--- config.mk ---
export PLATFORM = sky130hd
export DESIGN_NAME = regfile_commit_ctrl
export DESIGN_NICKNAME = d
export VERILOG_FILES = /design/src/rtl/regfile_commit_ctrl_pkg.sv /design/src/rtl/regfile_commit_ctrl.sv
export SDC_FILE = /design/constraint.sdc
export NUM_CORES = 1
export LEC_CHECK = 0
export BUFFER_PORTS_ARGS = -buffer_cell sky130_fd_sc_hd__buf_2
export CAP_MARGIN = 20
export CORE_AREA = 2 2 92 94
export CTS_CLUSTER_DIAMETER = 100
export CTS_CLUSTER_SIZE = 40
export DETAILED_ROUTE_END_ITERATION = 10
export DIE_AREA = 0 0 94 96
export PLACE_DENSITY = 0.83
export SLEW_MARGIN = 20
export SYNTH_ARGS = -nofsm -noshare
export SYNTH_HDL_FRONTEND = slang
export SYNTH_SLANG_ARGS = --single-unit
--- constraint.sdc ---
create_clock -name clk_in -period 3.15 [get_ports clk_in]
set_clock_uncertainty 0.1 [all_clocks]
set_input_delay 0.315 -clock clk_in [delete_from_list [all_inputs] [get_ports clk_in]]
set_output_delay 0.315 -clock clk_in [all_outputs]
set_load 0.01 [all_outputs]
--- src/rtl/regfile_commit_ctrl_pkg.sv ---
// Shared constants for the commit controller and anything that talks to it.
// Holds the ROB id width and range, and the controller state encoding. The
// state names are visible to benches through the package import.
package regfile_commit_ctrl_pkg;

  localparam int unsigned ROB_W_DEF = 3;
  localparam int unsigned ROB_RANGE = 1 << ROB_W_DEF;

  // RUN accepts commits, FLUSH emits the redirect, WAIT holds off new commits
  typedef enum logic [1:0] {
    RUN   = 2'd0,
    FLUSH = 2'd1,
    WAIT  = 2'd2
  } state_t;

endpackage

--- src/rtl/regfile_commit_ctrl.sv ---
// regfile_commit_ctrl: retires the ROB head into the register file and turns
// a mispredicted head into a one-cycle global flush with a redirect PC,
// followed by FLUSH_WAIT quiet cycles before commits resume.
//
// Ports:
//   clk_in, rst_in (async, active-low), rdy_in (global enable, low freezes)
//   rob_*_in / rob_ready_out     : ROB head handshake and payload
//   to_regfile_*                 : registered regfile write port
//   flush_out / flush_pc_out     : registered flush pulse and redirect PC
//   commit_count_out             : accepted-entry counter, only present when
//                                  the COMMIT_COUNTER_EN macro is defined
module regfile_commit_ctrl
  import regfile_commit_ctrl_pkg::*;
#(
  parameter int unsigned ROB_W      = ROB_W_DEF,
  parameter int unsigned FLUSH_WAIT = 2
) (
  input  logic             clk_in,
  input  logic             rst_in,
  input  logic             rdy_in,
  input  logic             rob_valid_in,
  output logic             rob_ready_out,
  input  logic [4:0]       rob_reg_id_in,
  input  logic [31:0]      rob_data_in,
  input  logic [ROB_W-1:0] rob_rob_id_in,
  input  logic             rob_mispredict_in,
  input  logic [31:0]      rob_target_pc_in,
  output logic             to_regfile_write_enabled,
  output logic [4:0]       to_regfile_reg_id,
  output logic [31:0]      to_regfile_data,
  output logic [ROB_W-1:0] to_regfile_rob_id,
`ifdef COMMIT_COUNTER_EN
  output logic [31:0]      commit_count_out,
`endif
  output logic             flush_out,
  output logic [31:0]      flush_pc_out
);

  localparam int unsigned CNT_W = (FLUSH_WAIT < 2) ? 1 : $clog2(FLUSH_WAIT + 1);

  state_t           state;
  logic [CNT_W-1:0] wait_cnt;
  logic [31:0]      target_pc;
  logic             accept;

  assign rob_ready_out = (state == RUN) && rdy_in;
  assign accept        = rob_valid_in && rob_ready_out;

  // Single FSM process; all outputs except rob_ready_out are registered here
  always_ff @(posedge clk_in or negedge rst_in) begin
    if (!rst_in) begin
      state                    <= RUN;
      wait_cnt                 <= '0;
      target_pc                <= '0;
      to_regfile_write_enabled <= 1'b0;
      to_regfile_reg_id        <= '0;
      to_regfile_data          <= '0;
      to_regfile_rob_id        <= '0;
      flush_out                <= 1'b0;
      flush_pc_out             <= '0;
`ifdef COMMIT_COUNTER_EN
      commit_count_out         <= '0;
`endif
    end else if (!rdy_in) begin
      // Frozen: only the pulse outputs drop so nothing is replayed
      to_regfile_write_enabled <= 1'b0;
      flush_out                <= 1'b0;
    end else begin
      to_regfile_write_enabled <= 1'b0;
      flush_out                <= 1'b0;
      case (state)
        RUN: begin
          if (accept) begin
            // Register 0 is consumed but never written
            to_regfile_write_enabled <= (rob_reg_id_in != 5'd0);
            to_regfile_reg_id        <= rob_reg_id_in;
            to_regfile_data          <= rob_data_in;
            to_regfile_rob_id        <= rob_rob_id_in;
            if (rob_mispredict_in) begin
              target_pc <= rob_target_pc_in;
              state     <= FLUSH;
            end
          end
        end
        FLUSH: begin
          flush_out    <= 1'b1;
          flush_pc_out <= target_pc;
          wait_cnt     <= CNT_W'(FLUSH_WAIT);
          state        <= (FLUSH_WAIT == 0) ? RUN : WAIT;
        end
        WAIT: begin
          // Leaving as the count reaches zero gives exactly FLUSH_WAIT quiet cycles
          wait_cnt <= (wait_cnt == '0) ? '0 : wait_cnt - CNT_W'(1);
          if (wait_cnt <= CNT_W'(1)) begin
            state <= RUN;
          end
        end
        default: begin
          state <= RUN;
        end
      endcase
`ifdef COMMIT_COUNTER_EN
      if (accept) begin
        commit_count_out <= commit_count_out + 32'd1;
      end
`endif
    end
  end

endmodule

== Word level (Yosys, flattened, before mapping) ==
Cells that the tools add are included.

* Add/sub/neg operators: 1
* Magnitude comparators: 1
* Eq/ne operators: 5
* Muxes and demuxes: 11
* Reductions and logical operators: 11

{| class="wikitable"
|+ Operators with widths
! cell !! count
|-
| $mux 2 || 4
|-
| $reduce_and 4->1 || 2
|-
| $ne 2x2->1 const B || 3
|-
| $pmux 2 s3 || 1
|-
| $mux 1 || 5
|-
| $reduce_bool 5->1 || 1
|-
| $logic_not 2->1 || 2
|-
| $pmux 2 s2 || 1
|-
| $reduce_and 2->1 || 2
|-
| $reduce_and 3->1 || 1
|-
| $eq 2x1->1 const B || 1
|-
| $eq 2x2->1 const B || 1
|-
| $le 2x1->1 const B || 1
|-
| $logic_and 1x1->1 || 2
|-
| $reduce_bool 2->1 || 1
|-
| $sub 2x1->2 const B || 1
|}

* Register bits: 110
* Input port bits: 77
* Output and inout bits: 75
* Word-level logic and storage cells: 38

== Logic depth before layout (Yosys ltp) ==
* Depth after elaboration: 6
* Depth in mapped cells: 6
* Depth with buffers taken out: 5

== Least setup slack after synthesis ==
Ideal clock, no wire load.

* Path kind: register to register
* From: reg state[0]
* To: reg to_regfile_data[0]
* Setup time: 0.125 ns
* Arrival time: 1.465 ns
* Data required time: 2.925 ns
* Slack: 1.460 ns
* Cell stages (with the launch flop): 7
* Buffers on the path: 1
* Clock period less this slack: 1.690 ns
* Cell sequence: dfrtp_1 inv_1 ha_1 and2_4 nand2_1 buf_2 mux2_2

* Cells in the longest elaborated chain, start to end: 4

{| class="wikitable"
|+ RTL lines
! item !! RTL line !! source
|-
| start, declared || regfile_commit_ctrl.sv:41 || <nowiki>state_t state;</nowiki>
|-
| start signal, assigned || regfile_commit_ctrl.sv:89 || <nowiki>state <= (FLUSH_WAIT == 0) ? RUN : WAIT;</nowiki>
|-
| $logic_not 2->1 || regfile_commit_ctrl.sv:46 || <nowiki>assign rob_ready_out = (state == RUN) && rdy_in;</nowiki>
|-
| $logic_and 1x1->1 || regfile_commit_ctrl.sv:46 ||
|-
| via rob_ready_out || regfile_commit_ctrl.sv:22 || <nowiki>output logic rob_ready_out,</nowiki>
|-
| $logic_and 1x1->1 || regfile_commit_ctrl.sv:47 || <nowiki>assign accept = rob_valid_in && rob_ready_out;</nowiki>
|-
| $reduce_and 3->1 (no line) || n/a ||
|-
| end signal, assigned || regfile_commit_ctrl.sv:77 || <nowiki>to_regfile_data <= rob_data_in;</nowiki>
|-
| end, declared || regfile_commit_ctrl.sv:30 || <nowiki>output logic [31:0] to_regfile_data,</nowiki>
|}

The timed path passes the listed nets, and every way through them passes these cells.
A chain may end at the register's enable or synchronous reset.

== Worst setup path in the final report ==
* From: reg state[0]
* To: reg target_pc[16]

* Cells in the longest elaborated chain, start to end: 4

{| class="wikitable"
|+ RTL lines
! item !! RTL line !! source
|-
| $logic_not 2->1 (*) || regfile_commit_ctrl.sv:46, regfile_commit_ctrl.sv:71 ||
|-
| $logic_and 1x1->1 || regfile_commit_ctrl.sv:46 ||
|-
| $logic_and 1x1->1 || regfile_commit_ctrl.sv:47 ||
|-
| $reduce_and 4->1 (no line) (*) || n/a ||
|-
| end signal, assigned || regfile_commit_ctrl.sv:80 || <nowiki>target_pc <= rob_target_pc_in;</nowiki>
|-
| end, declared || regfile_commit_ctrl.sv:43 || <nowiki>logic [31:0] target_pc;</nowiki>
|}

Mark *: on every way between the ends. The rest lies on a longest branch, timed or not.

==> impl_metrics.env <==
export IMPL_status="finished clean"
export IMPL_ctsResizeCount=0
export IMPL_port_buffers=151
export IMPL_max_stage_delay_ps=650
export IMPL_die_w_um=94
export IMPL_ios=152
export IMPL_sw_frac_of_total_pct=32.11
export IMPL_tightest_slew_ps=858.9
export IMPL_crit_chain="inv_1, ha_1, and2_4, nand3_2, mux2_1"
export IMPL_synth_top_area_cell="dfrtp_1"
export IMPL_path_class="flop to flop"
export IMPL_finalWirelength_um=7911
export IMPL_pwr_share_clk_pct=15.3
export IMPL_fp_coreArea_sq_um=8051
export IMPL_synth_area_leaders="dfrtp_1 66%, mux2_2 20%, mux2_1 8.9%"
export IMPL_path_clk_slew_ps=100
export IMPL_final_layout_size_suffix_gt1_share_pct=59.37
export IMPL_num_rows=33
export IMPL_initial_core_util_pct=51.70
export IMPL_critPathCaptureType="flop"
export IMPL_die_h_um=96
export IMPL_ys_seq_elements=110
export IMPL_clkSinkCount=110
export IMPL_synth_distinct_cells=16
export IMPL_via_count=2539
export IMPL_netlist_area_sq_um=4163
export IMPL_start_kind="flop"
export IMPL_crit_path_top_delay_cell="nand3_2"
export IMPL_synth_fp_nets=332
export IMPL_power_frac_seq_pct=49.2
export IMPL_synthCells=250
export IMPL_finalWorstSetupSlack_ps=767.1
export IMPL_drc=0
export IMPL_power_leakage_nw=2.604
export IMPL_fill_cells=647
export IMPL_crit_path_max_fanout=32
export IMPL_grt_overflow_total=0
export IMPL_gp_congestion=0.7216
export IMPL_dp_hpwl_um=5600
export IMPL_pre_cts_slack_ps=718.9
export IMPL_relSlewSlack_pct=42.67
export IMPL_min_period_over_period_pct=75.65
export IMPL_p_int_mw=3.359
export IMPL_fin_area_sq_um=5215
export IMPL_viasPerCell=4.921
export IMPL_clk_latency_ps=350
export IMPL_cts_root_buf="clkbuf_8"
export IMPL_yosys_warnings=0
export IMPL_rsz0062_at_grt="false"
export IMPL_dieArea_sq_um=9024
export IMPL_power_density_nw_per_um2=948.9
export IMPL_dr_pass1_iters=4
export IMPL_fin_nets=488
export IMPL_drtAntennaViolNets=0
export IMPL_first_iter_violations=78
export IMPL_tritoncts="yes"
export IMPL_tns_ps=0
export IMPL_grt_pass1_vias=2579
export IMPL_setup_violations=0
export IMPL_max_freq_mhz=419.7
export IMPL_htree_levels=3
export IMPL_grt_total_usage_pct=17.32
export IMPL_grt_max_degree=111
export IMPL_synth_top_area_share_pct=66.13
export IMPL_ir_drop_mv=0.4403
export IMPL_required_ps=3280
export IMPL_ys_seq_area_share_pct=66.13
export IMPL_grt_pass1_wl_um=12020
export IMPL_antenna_found_initial=0
export IMPL_antenna_cells=0
export IMPL_cap_violations=0
export IMPL_place_area_sq_um=5030
export IMPL_finalHoldViolCount=0
export IMPL_cts_buffer_depth=2
export IMPL_switching_power_mw=1.589
export IMPL_min_period_ps=2383
export IMPL_cp_arrival_ps=2520
export IMPL_areaGrowthSynthToFinish_pct=25.28
export IMPL_numCtsBuffers=9
export IMPL_hold_path_class="input port to flop"
export IMPL_timing_final_max_slew_violations=0
export IMPL_synth_avg_cell_area_sq_um=16.65
export IMPL_wire_per_inst_um=15.33
export IMPL_combPwrFrac_pct=35.5
## synthesized netlist by cell type
cell and n:
dfrtp_1 110, inv_1 4, nor2_1 1, nor3_1 1
buf_2 7, ha_1 5, a21oi_1 1, nand4_1 1
mux2_1 33, o21ai_0 3, nand3_2 1, a221oi_1 1
mux2_2 73, and2_4 1, nand2_1 5, buf_4 3
## worst paths after layout
check / startpoint / end / slack, ps / cells past startpoint
setup / recovery: state[0] / target_pc[16] / 770 / 5
hold / removal: rob_target_pc_in[11] / target_pc[11] / 70 / 2
setup reg to reg: state[0] / target_pc[16] / 770 / 5
hold reg to reg: to_regfile_data[4] / to_regfile_data[4] / 390 / 1
max in group asynchronous: rst_in / to_regfile_data[31] / 2060 / 3
min in group asynchronous: rst_in / flush_out / 460 / 3
## layout make-up
class                      count  area, sq um  area share [%]
multi-input combinational    126         1338           25.65
clock inverter                 6        47.55          0.9117
timing repair buffer         155        803.3           15.40
clock buffer                  10        127.6           2.447
tap                          105        131.4           2.519
sequential                   110         2753           52.78
inverter                       4        15.01          0.2879
## power by group through the flow
stage               Combinational, mW  Clock (mW)  Sequential (mW)
floorplan                       0.834           0             2.66
global placement                 1.72           0             2.42
detailed placement               1.79           0             2.47
CTS                              1.79       0.786             2.44
global route                     1.92       0.851             2.53
finish                           1.76       0.758             2.43
## worst max-delay path, delay by kind of cell (launching register included)
| kind | cells | cell delay, ps |
|---|---|---|
| mux | 1 | 600 |
| flops | 1 | 430 |
| simple gates | 2 | 810 |
| fa+ha+maj | 1 | 190 |
| buf+inv | 1 | 120 |
## flip-flops by register name (all words and copies together), names as in the netlist
register / count
flush_pc_out: 32
target_pc: 32
to_regfile_data: 32
to_regfile_reg_id: 5
to_regfile_rob_id: 3
state: 2
wait_cnt: 2
flush_out: 1
to_regfile_write_enabled: 1
## cells in the final DEF, fill, tap and decap left out, drive strengths merged
cell and count:
and2 1, clkbuf 10, nand3 1, buf 154, dfrtp 110, o21ai 3, nand4 1, clkinv 2
nand2 5, a221oi 1, ha 5, a21oi 1, clkinvlp 3, nor3 1, inv 5, nor2 1
dlygate4sd3 1, mux2 106
## per-stage QoR
stage | power, mW | utilization (%) | cells | hold WS [ps]
floorplan | 3.490 | - | 250 | -80.59
global placement | 4.140 | 62.47 | 499 | 329.2
detailed placement | 4.262 | 62.47 | 499 | 334.3
CTS | 5.022 | 64.77 | 516 | 49.12
global route | 5.298 | 64.77 | 516 | 45.34
finish | 4.948 | 64.77 | 516 | 66.78
## timing repair
item,4_1_cts,5_1_grt
buffers inserted,0,0
hold endpoints to repair,110,0
hold buffers,1,0
## routing by layer
layer / wire length, um / share of wire (%) / global-route usage, %
met1: 3262 / 41 / 21.75
met2: 4107 / 52 / 29.58
met3: 351 / 4.4 / 3.132
met4: 189 / 2.4 / 7.729
met5: 0 / 0 / 0
## cells by family after synthesis
group / after synthesis / synth area share, %
AOI/OAI and AO/OA: 5 / 0.6911
adders and majority gates: 5 / 1.503
buffers and inverters: 14 / 1.743
muxes: 106 / 28.67
DFF: 110 / 66.13
and+or+nand+nor: 10 / 1.262
(Power assumes the default switching activity.)
